**src/rtl/data_mem_pkg.sv**
```systemverilog
// Shared definitions for the data-memory requester and the memory it drives,
// so both sides agree on depth, widths and state encoding.
package data_mem_pkg;

   localparam int unsigned DM_MEM_WORDS = 10;
   localparam int unsigned DM_DATA_W    = 32;
   localparam int unsigned DM_ADDR_W    = 32;

   typedef enum logic [1:0] {
      ST_IDLE  = 2'b00,
      ST_READ  = 2'b01,
      ST_WRITE = 2'b10,
      ST_RESP  = 2'b11
   } dm_state_e;

endpackage

```
**src/rtl/data_mem_requester.sv**
```systemverilog
// Initiator side of the data-memory interface: one load/store per request
// handshake, one response per request, registered single-cycle memory strobes.
module data_mem_requester
   import data_mem_pkg::*;
#(
   parameter int unsigned MEM_WORDS = DM_MEM_WORDS,
   parameter int unsigned DATA_W    = DM_DATA_W,
   parameter int unsigned ADDR_W    = DM_ADDR_W
) (
   input  logic              clk,
   input  logic              reset,
   input  logic              req_valid,
   output logic              req_ready,
   input  logic              req_write,
   input  logic [ADDR_W-1:0] req_addr,
   input  logic [DATA_W-1:0] req_wdata,
   output logic              resp_valid,
   input  logic              resp_ready,
   output logic [DATA_W-1:0] resp_rdata,
   output logic              resp_err,
   output logic [ADDR_W-1:0] Mem_address,
   output logic              Mem_read,
   output logic              Mem_write,
   output logic [DATA_W-1:0] Write_data,
   input  logic [DATA_W-1:0] Read_Data
);

   dm_state_e         state_q, state_d;
   logic [ADDR_W-1:0] addr_q, addr_d;
   logic [DATA_W-1:0] wdata_q, wdata_d;
   logic [DATA_W-1:0] rdata_q, rdata_d;
   logic              err_q, err_d;
   logic              rd_q, rd_d;
   logic              wr_q, wr_d;
   logic              out_of_range;

   assign out_of_range = (req_addr >= ADDR_W'(MEM_WORDS));

   always_comb begin
      state_d    = state_q;
      addr_d     = addr_q;
      wdata_d    = wdata_q;
      rdata_d    = rdata_q;
      err_d      = err_q;
      rd_d       = 1'b0;
      wr_d       = 1'b0;
      req_ready  = 1'b0;
      resp_valid = 1'b0;
      unique case (state_q)
         ST_IDLE: begin
            req_ready = 1'b1;
            if (req_valid) begin
               rdata_d = '0;
               err_d   = out_of_range;
               // Address/data registers double as the memory-side outputs, so
               // they are only loaded when an access is actually issued.
               if (out_of_range) begin
                  state_d = ST_RESP;
               end else if (req_write) begin
                  addr_d  = req_addr;
                  wdata_d = req_wdata;
                  wr_d    = 1'b1;
                  state_d = ST_WRITE;
               end else begin
                  addr_d  = req_addr;
                  rd_d    = 1'b1;
                  state_d = ST_READ;
               end
            end
         end
         ST_READ: begin
            rdata_d = Read_Data;
            state_d = ST_RESP;
         end
         ST_WRITE: begin
            state_d = ST_RESP;
         end
         ST_RESP: begin
            resp_valid = 1'b1;
            if (resp_ready) state_d = ST_IDLE;
         end
         default: state_d = ST_IDLE;
      endcase
   end

   always_ff @(posedge clk or negedge reset) begin
      if (!reset) begin
         state_q <= ST_IDLE;
         addr_q  <= '0;
         wdata_q <= '0;
         rdata_q <= '0;
         err_q   <= 1'b0;
         rd_q    <= 1'b0;
         wr_q    <= 1'b0;
      end else begin
         state_q <= state_d;
         addr_q  <= addr_d;
         wdata_q <= wdata_d;
         rdata_q <= rdata_d;
         err_q   <= err_d;
         rd_q    <= rd_d;
         wr_q    <= wr_d;
      end
   end

   assign Mem_address = addr_q;
   assign Write_data  = wdata_q;
   assign Mem_read    = rd_q;
   assign Mem_write   = wr_q;
   assign resp_rdata  = rdata_q;
   assign resp_err    = err_q;

endmodule

```
**config.mk**
```make
export PLATFORM = sky130hd
export DESIGN_NAME = data_mem_requester
export DESIGN_NICKNAME = d
export VERILOG_FILES = /design/src/rtl/data_mem_pkg.sv /design/src/rtl/data_mem_requester.sv
export SDC_FILE = /design/constraint.sdc
export NUM_CORES = 1
export LEC_CHECK = 0
export ABC_AREA = 1
export BUFFER_PORTS_ARGS = -buffer_cell sky130_fd_sc_hd__buf_2
export CORE_ASPECT_RATIO = 0.5
export CORE_MARGIN = 8
export CORE_UTILIZATION = 42
export CTS_CLUSTER_DIAMETER = 120
export DETAILED_ROUTE_END_ITERATION = 12
export MAX_ROUTING_LAYER = met4
export PLACE_DENSITY = 0.87
export SLEW_MARGIN = 20
export SYNTH_ARGS = -nofsm -noshare
export SYNTH_HDL_FRONTEND = slang
export SYNTH_SLANG_ARGS = --single-unit
```
**constraint.sdc**
```tcl
create_clock -name clk -period 1.45 [get_ports clk]
set_input_delay 0.145 -clock clk [delete_from_list [all_inputs] [get_ports clk]]
set_output_delay 0.145 -clock clk [all_outputs]
set_load 0.005 [all_outputs]
```
==> qor.csv <==
metric,value,unit
syn_area_per_cell,9.03,µm²
Post-Synthesis Cell Area,4250,µm²
mux contribution to synthesized area,0,%
clk slew on worst S/H paths,60,ps
"Seq/Total Area, Yosys",59.4,%
switching pwr,2.32,mW
family with the most delay on the worst path,flip-flops,
syn nets,575,
worst r2r src,state_q[1]$_DFFE_PN0P_,
starting density of the core,42.5,%
share of cells above drive strength 1,39.7,%
maximum VDD drop,0.744,mV
Post-Synthesis Cells,471,
Synth Register Bits,101,
Die Wd,158,µm
Area Growth Syn to Fin,38.3,%
IO Count,202,
pwr dens,1300,nW/µm²
Netlist cell types,18,
"FFs w/ async S/R, synth",100,%
total CTS buffers,9,
GPL Wtd Cong,0.845,
"top cells by area, synth","dfrtp_1, nand2_1, nand3_1",
CP Max Fanout,17,
largest family of logic cells by synthesized area,simple AND/OR/NAND/NOR gates,
dominant cell by count in the synthesized netlist,nand2_1,
clock root buffer,clkbuf_16,
initial antenna violation count,0,
Antenna Nets Post-Route,0,
Logic pwr share,25.7,%
fin crit period,1400,ps
CP Class,reg -> reg,
Internal Power,5.35,mW
Worst Tran Pin Value,403,ps
yosys warns,0,
final setup vio count,0,
critical path's slowest cell,dfrtp_1,
full die area,13800,µm²
Yosys top cell by area,dfrtp_1,
DR DRC count,0,
largest net degree at the start of global routing,38,
fillers,874,
sequential fraction of design power,41.3,%
worst path cell trace,inv_2 > ha_4 > nand2_4 > inv_2 > nand3_4 > buf_12 > nand2_1 > nand2_1,
Crit path buffers/inverters,3,
Sw Share,30.3,%
worst clock skew,4.52,ps
core area,10000,µm²
unrepaired setup endpoints after global routing,yes,
Max Clk Rate,715,MHz
DR vias/cell,4.62,
"Hold Violations, Final",0,
Vias,3796,
Post-Synth Simple-Gate Area,30.4,%
Synth Area in XOR/XNOR,0,%
Die Ht,87.2,µm
startpoint types,register,
"Setup Fix Bufs, Post-CTS",0,
"Slew Viols, Final",0,
crit path from,state_q[1]$_DFFE_PN0P_,
WP data arrival,1620,ps
Yosys top cell area share,59.4,%
Clock Path Buffers,2,
Max stage delay on crit path,410,ps
compound-gate portion of the synthesized area,0.588,%
WL per Instance,14.9,µm
Design Power,7.67,mW
vias in the first global route,4002,
min-delay worst type,in -> reg,
Leak,3.51,nW
Setup TNS,0,ps
DRT iter0 DRCs,184,
Skew-Pair Late Insertion Delay,330,ps
global-route wire length before repair,19200,µm
Slew Limit Headroom,73.1,%
Core Rows,26,
first-pass detailed-route iteration total,4,
diode count,0,
"Core Util, Final",58.7,%
ys flop type,dfrtp_1,
clock power share,33.0,%
hpwl dp,9190,µm
CTS sink count,101,
hold path startpoint,req_addr[0],
total track usage,17.9,%
layout net count,781,
Synth Area in Adders,0.882,%
"EDFF count, synth",0,
synth cell count leaders,"nand2_1, dfrtp_1, nand3_1",
Worst setup EP type,register,
IO buf count,201,
Final Cycle Share,96.4,%
status,"finished, final reports clean",
Worst EP required,1670,ps
CTS tree,built,
Overflow after GRT,0,
Post-Route WL,12200,µm
maxcap violations,0,
CTS H-tree lvls,3,
[final timing paths]
kind                       depth (start not counted)  slack [ps]                           to
max                                                8          50    Write_data[7]$_DFFE_PN0P_
min in group asynchronous                          2         290  Mem_address[13]$_DFFE_PN0P_
min reg2reg                                        2         460   Write_data[12]$_DFFE_PN0P_
min                                                3          30   Mem_address[0]$_DFFE_PN0P_
max in group asynchronous                          3         580  Mem_address[21]$_DFFE_PN0P_
max reg2reg                                        8          50    Write_data[7]$_DFFE_PN0P_
[flip-flops by register name, summed over array words and instances, names as in the netlist]
signal and cells:
resp_rdata 32, state_q 2, Mem_read 1, Mem_address 32
Write_data 32, Mem_write 1, resp_err 1
[per-stage QoR]
stage	cells	cell area (µm²)	worst slack (ps)	hold WS, ps
2_1_floorplan	471	4260	18.2	-151
3_3_place_gp	803	5480	-10.7	102
3_5_place_dp	803	5480	-7.11	102
4_1_cts	821	5850	30.4	18.3
5_1_grt	822	5880	-44.1	26.3
6_report	822	5880	51.7	30.2
[layer usage]
layer  wire [µm]  vias to the layer above  GRT usage [%]
met5           0                        -              -
met4         259                        0           5.95
met3         509                       22           3.51
met2        6730                       91           33.9
met1        4750                     1820           18.4
li1            -                     1863              -
[cell usage in the layout (no fill, tap or decap), types with 2 or more instances in the layout]
| cell type | synthesis | routed |
|---|---|---|
| clkinv_4 | 0 | 2 |
| nand3_1 | 80 | 79 |
| inv_2 | 0 | 4 |
| nand2_1 | 130 | 127 |
| inv_1 | 55 | 51 |
| nand3_2 | 20 | 20 |
| buf_2 | 8 | 200 |
| nor2_1 | 44 | 44 |
| buf_4 | 2 | 13 |
| nand2_2 | 0 | 2 |
| dfrtp_1 | 101 | 101 |
| clkinv_2 | 0 | 2 |
| a21oi_1 | 3 | 3 |
| bufinv_16 | 0 | 2 |
| buf_12 | 2 | 5 |
| clkbuf_16 | 0 | 9 |
| nor2_2 | 4 | 3 |
| ha_1 | 3 | 2 |
| buf_6 | 2 | 2 |
[worst register-to-register path, cell delays in order (launching register included)]
cell	delay, ps
dfrtp_1	410
inv_2	90
ha_4	160
nand2_4	80
inv_2	110
nand3_4	130
buf_12	200
nand2_1	70
nand2_1	40
[power by group through the flow]
| stage | clock network [mW] | registers [mW] | logic, mW |
|---|---|---|---|
| after floorplan | 0 | 3.23 | 0.945 |
| after global placement | 0 | 3.20 | 1.78 |
| after detailed placement | 0 | 3.21 | 1.82 |
| after CTS | 2.58 | 3.16 | 1.87 |
| after global routing | 2.70 | 3.19 | 2.20 |
| final | 2.53 | 3.17 | 1.97 |
[area by class of cell]
class | count | area [µm²] | area share [%]
Sequential cell | 101 | 2530 | 43.0
Timing Repair Buffer | 222 | 1260 | 21.4
Inverter | 55 | 206 | 3.51
Multi-Input combinational cell | 288 | 1400 | 23.8
Clock inverter | 6 | 87.6 | 1.49
Clock buffer | 10 | 229 | 3.89
Tap cell | 140 | 175 | 2.98
[logic make-up (layout without fill, tap and decap cells)]
family	Yosys count	after routing
fa+ha+maj	3	3
compound gates	5	5
flops	101	101
simple gates	280	280
buf+inv	82	293
[timing repair]
action	in CTS	in global routing
gates resized for setup	7	10
gates cloned	1	1
setup endpoints to repair	21	64
hold buffers	1	0
endpoints found under the hold margin	27	0
Power figures use the tool's default switching activity.
